==> src/rtl/mem_responder.sv <==
// Byte-wide memory responder behind the CPU MR/MW strobes; services one access per strobe fall.
// Build option: define MEM_RESPONDER_WAIT_STATE_EN for a 2-cycle read with READY low in RD_WAIT.
module mem_responder #(
  parameter int                ADDR_W = 16,
  parameter int                DEPTH  = 256,
  parameter logic [ADDR_W-1:0] BASE   = 16'h0000
) (
  input  logic              clock,
  input  logic              reset,
  input  logic [ADDR_W-1:0] ADDR,
  input  logic              MR,
  input  logic              MW,
  input  logic [7:0]        DIN,
  output logic [7:0]        DOUT,
  output logic              DVALID,
  output logic              READY,
  output logic              ERR,
  output logic [2:0]        dbg_state
);

  localparam int              IDX_W   = (DEPTH > 1) ? $clog2(DEPTH) : 1;
  localparam logic [ADDR_W:0] DEPTH_V = (ADDR_W + 1)'(DEPTH);

  typedef enum logic [2:0] {
    S_IDLE     = 3'd0,
    S_RD_WAIT  = 3'd1,
    S_RD_HOLD  = 3'd2,
    S_WR_HOLD  = 3'd3,
    S_ERR_HOLD = 3'd4
  } state_t;

  // Strobe protocol: MR/MW are active-low levels. An access starts only on the
  // first IDLE sample where a strobe is low after a sample with both strobes
  // high; it completes when that strobe is sampled high again. Both strobes low
  // together is a protocol error held until both are high.

  logic [7:0]       mem [DEPTH];
  state_t           state_q, state_d;
  logic [7:0]       dout_q;
  logic             armed_q;
  logic [ADDR_W:0]  offset;
  logic             hit;
  logic             both_low;
  logic [IDX_W-1:0] idx;
  logic [IDX_W-1:0] rd_idx;
  logic             mem_we;
  logic             dout_load;
`ifdef MEM_RESPONDER_WAIT_STATE_EN
  logic [IDX_W-1:0] rd_idx_q;
  logic             idx_latch;
`endif

  // An address below BASE wraps into the top bit and therefore fails the range test.
  assign offset   = {1'b0, ADDR} - {1'b0, BASE};
  assign hit      = (offset < DEPTH_V);
  assign idx      = offset[IDX_W-1:0];
  assign both_low = !MR && !MW;

  always_comb begin
    state_d   = state_q;
    mem_we    = 1'b0;
    dout_load = 1'b0;
    rd_idx    = idx;
`ifdef MEM_RESPONDER_WAIT_STATE_EN
    idx_latch = 1'b0;
`endif
    case (state_q)
      S_IDLE: begin
        if (both_low) begin
          state_d = S_ERR_HOLD;
        end else if (armed_q && hit && !MR) begin
`ifdef MEM_RESPONDER_WAIT_STATE_EN
          state_d   = S_RD_WAIT;
          idx_latch = 1'b1;
`else
          state_d   = S_RD_HOLD;
          dout_load = 1'b1;
`endif
        end else if (armed_q && hit && !MW) begin
          state_d = S_WR_HOLD;
          mem_we  = 1'b1;
        end
      end
`ifdef MEM_RESPONDER_WAIT_STATE_EN
      S_RD_WAIT: begin
        if (both_low) begin
          state_d = S_ERR_HOLD;
        end else begin
          state_d   = S_RD_HOLD;
          dout_load = 1'b1;
          rd_idx    = rd_idx_q;
        end
      end
`endif
      S_RD_HOLD: begin
        if (both_low) state_d = S_ERR_HOLD;
        else if (MR)  state_d = S_IDLE;
      end
      S_WR_HOLD: begin
        if (both_low) state_d = S_ERR_HOLD;
        else if (MW)  state_d = S_IDLE;
      end
      S_ERR_HOLD: begin
        if (MR && MW) state_d = S_IDLE;
      end
      default: state_d = S_IDLE;
    endcase
  end

  always_ff @(posedge clock) begin
    if (!reset) begin
      state_q <= S_IDLE;
      dout_q  <= 8'h00;
    end else begin
      state_q <= state_d;
      if (dout_load) dout_q <= mem[rd_idx];
    end
  end

  // Tracks strobe levels even during reset so a strobe still low at release is ignored.
  always_ff @(posedge clock) begin
    armed_q <= MR && MW;
  end

  // Array contents survive reset; only the write is suppressed while reset is low.
  always_ff @(posedge clock) begin
    if (reset && mem_we) mem[idx] <= DIN;
  end

`ifdef MEM_RESPONDER_WAIT_STATE_EN
  always_ff @(posedge clock) begin
    if (idx_latch) rd_idx_q <= idx;
  end
  assign READY = (state_q != S_RD_WAIT);
`else
  assign READY = 1'b1;
`endif

  assign DOUT      = dout_q;
  assign DVALID    = (state_q == S_RD_HOLD);
  assign ERR       = (state_q == S_ERR_HOLD);
  assign dbg_state = state_q;

endmodule

==> config.mk <==
export PLATFORM = sky130hd
export DESIGN_NAME = mem_responder
export DESIGN_NICKNAME = d
export VERILOG_FILES = /design/src/rtl/mem_responder.sv
export SDC_FILE = /design/constraint.sdc
export NUM_CORES = 2
export LEC_CHECK = 0
export ABC_AREA = 1
export CAP_MARGIN = 20
export CORE_MARGIN = 1.5
export CORE_UTILIZATION = 40
export CTS_CLUSTER_SIZE = 16
export DETAILED_ROUTE_END_ITERATION = 12
export DONT_BUFFER_PORTS = 1
export PLACE_DENSITY = 0.51
export SLEW_MARGIN = 30
export SYNTH_ARGS = -nofsm -noshare
export SYNTH_HDL_FRONTEND = slang
export SYNTH_SLANG_ARGS = --single-unit
==> constraint.sdc <==
create_clock -name clock -period 4.1 [get_ports clock]
set_input_delay 0.205 -clock clock [delete_from_list [all_inputs] [get_ports clock]]
set_output_delay 0.205 -clock clock [all_outputs]
set_load 0.01 [all_outputs]
==> results.cfg <==
[status]
status = complete, no violations

[placement]
port_buffers = 0
gp_congestion = 0.850
dp.cells = 10552
dp_hpwl_mm = 129

[die]
rows = 168
ios = 42
die_w_um = 463
core_um2 = 210000
start_util_pct = 40.4
die_area_um2 = 215000
dieHeight_um = 463

[route]
wl_met1_mm = 115
drc = 0
drtAntennaViolNets = 0
num_vias = 56070
wl_per_cell_um = 23.0
first_iter_violations = 5443
dr.pass1.iters = 8
wl_mm = 253
top_layer = met4
avgViaCountPerCell = 5.09
met2_wirelength_mm = 117
dr_wl_met3_mm = 14.4

[setup_path]
critical_path.cell_chain = buf_16 -> buf_16 -> buf_16 -> inv_8 -> buf_12 -> nand2_1 -> nand2_1 -> nand2_1 -> nand2_1 -> nand2_1 -> nand2_1 -> nor2_1 -> nor2_1 -> nor2_4 -> nand2_1 -> nand2_1 -> nand3_1 -> dlygate4sd3_1 -> nor2_1 -> dlygate4sd3_1 -> nor2_1
slowest_delay_ns = 0.57
cp.required_ns = 4.83
endpoint = DOUT[3]$_SDFFE_PN0P_
rr_endpoint = dbg_state[1]$_SDFFE_PN0P_
worstSetupStartpoint = ADDR[0]
crit_arrival_ns = 4.81
cp_slowest_cell = dlygate4sd3_1
path_common_cell = nand2_1
cp_max_fo = 134
crit_path_end_kind = register
startpoint_type = input pin
reg2reg_depth = 11
r2r_start = armed_q$_DFF_P_
reg2reg_slack_ns = 0.58
critPathKind = input pin to register

[final_layout]
fin_cells = 11009
fillers = 19572
fin_nets = 8055
syn2layout_area_growth_pct = 13.5
drive_gt1_share_pct = 7.02
n_antenna_cell = 0

[sta]
finalSetupTns_ns = 0
whs_ns = 0.103
clock.fmax_ghz = 0.245
period_share_pct = 99.7
fin_worst_skew_ns = 0.0310
tightest_slew_ns = 1.18
slew_viol_final = 0
rsz0062_at_grt = no
slew-limit-headroom_pct = 21.3
finalHoldViolations = 0
timing.final.setup_violations = 0
fin_crit_ns = 4.09

[global_route]
grt_pass1_vias = 54363
antenna_found_initial = 5
grt_max_degree = 719
gr-total-overflow = 0
grt_first_pass_wirelength_mm = 364
grt_util_all_layers_pct = 22.6

[yosys]
ys_seq_area_share_pct = 72.8
yosys_warnings = 0
synth_cell_type_count = 29
synth_top_area_share_pct = 72.5
ys_dominant_reg_cell = edfxtp_1
syn_area_um2 = 84800
ys_top_cells_by_count = 4,462 x nand2_1, 2,048 x edfxtp_1, 599 x nor2_1
syn_inst = 7931
yosys_register_bits = 2060
syn_avg_cell_area_um2 = 10.7
yosysMostFrequentCell = nand2_1
synth.area.top_cells = edfxtp_1 73%, nand2_1 20%, nor2_1 2.7%
yosysTopAreaCell = edfxtp_1
synth_enable_flop_cells = 2048
syn_nets = 7959
synthArstFlopShare_pct = 0

[cts]
cts_buffers = 216
cts_setup_buffers = 0
cts_sinks = 2060
cts_root_buf = clkbuf_16
cts_tree = done
htree_num_levels = 4
clk_path_buf_depth = 3
clk_pin_slew_ns = 0.06
clk_latency_ns = 0.85

[power_and_ir_drop]
power.density_nw_per_um2 = 462
worst_ir_drop_vdd_v = 0.000439
p_leak_nw = 37.3

[run]
maxCapViolCount = 0

[min_path]
hp-class = input pin to register
whs_path_depth = 3
==> how the worst min path moves through the flow <==
stage,start,slack [ns],to
4_1_cts,MW,0.03,armed_q$_DFF_P_
3_5_place_dp,DIN[4],0.35,mem[107][4]$_DFFE_PP_
3_3_place_gp,reset,0.35,dbg_state[1]$_SDFFE_PN0P_
5_1_grt,ADDR[6],0.08,mem[185][2]$_DFFE_PP_
6_report,MW,0.10,armed_q$_DFF_P_
2_1_floorplan,DIN[0],0.30,mem[0][0]$_DFFE_PP_
==> per-stage QoR <==
| stage | utilization, % | setup slack [ns] | power, mW | cell area (um^2) |
|---|---|---|---|---|
| after floorplan | - | 1.86 | 25.0 | 84800 |
| after global placement | 42.1 | 0.594 | 25.6 | 88400 |
| after detailed placement | 42.1 | 0.698 | 25.6 | 88400 |
| after CTS | 45.4 | 0.709 | 44.5 | 95400 |
| after global routing | 45.8 | 0.00228 | 45.8 | 96300 |
| final | 45.8 | 0.0140 | 44.5 | 96300 |
==> worst max-delay path: cells and delay by family <==
| family | cells | cell delay, ns |
|---|---|---|
| buffers and inverters | 7 | 2.64 |
| AND/OR/NAND/NOR | 14 | 1.40 |
==> metal layers <==
metal  vias up  track usage (%)
met5         -                0
met4         0             6.18
met3       358             3.02
met2      1699             36.4
met1     27632             32.2
li1      26381                -
==> cell usage in the layout (no fill, tap or decap), types with 52 or more instances in the layout <==
cell / synthesis / layout
a21oi_1: 73 / 73
buf_4: 8 / 202
clkbuf_1: 95 / 56
clkbuf_16: 0 / 228
clkinv_1: 1 / 64
edfxtp_1: 2048 / 2048
nand2_1: 4462 / 4444
nand3_1: 143 / 143
nand4_1: 52 / 52
nor2_1: 599 / 591
==> flip-flops by register name, indices dropped and copies added, names as in the netlist <==
register / flops
DOUT: 8
armed_q: 1
dbg_state: 3
mem: 2048
==> where the power goes <==
part | switching (mW) | internal (mW) | leakage (nW) | total, mW
clock network | 8.08 | 10.5 | 3.22 | 18.6
logic | 2.06 | 0.641 | 15.5 | 2.70
registers | 0.0184 | 23.2 | 18.5 | 23.2
total | 10.2 | 34.3 | 37.3 | 44.5
==> cell families (layout without fill, tap and decap cells) <==
family                 after synthesis  in the layout  share of synthesized area [%]
buffers and inverters              434            707                           2.43
AND/OR/NAND/NOR                   5271           5271                           23.8
AO/OA/AOI/OAI                      165            165                           1.00
other                                1              1                        0.00442
flip-flops                        2060           2060                           72.8
==> cell type report <==
cell class                      count  area, um^2  area share (%)
Inverter                           24         136           0.142
Sequential cell                  2060       61700            64.1
Timing Repair Buffer              286        3170            3.29
Multi-Input combinational cell   5437       21100            21.9
Clock buffer                      278        5750            5.98
Clock inverter                    117         853           0.886
Timing Repair inverter              2        17.5          0.0182
Tap cell                         2805        3510            3.64
==> repair_timing <==
action	CTS	global route
hold buffers	25	8
resized for setup	0	11
endpoints found under the setup margin	0	681
hold endpoints to repair	2060	353
Power figures use the tool's default switching activity.
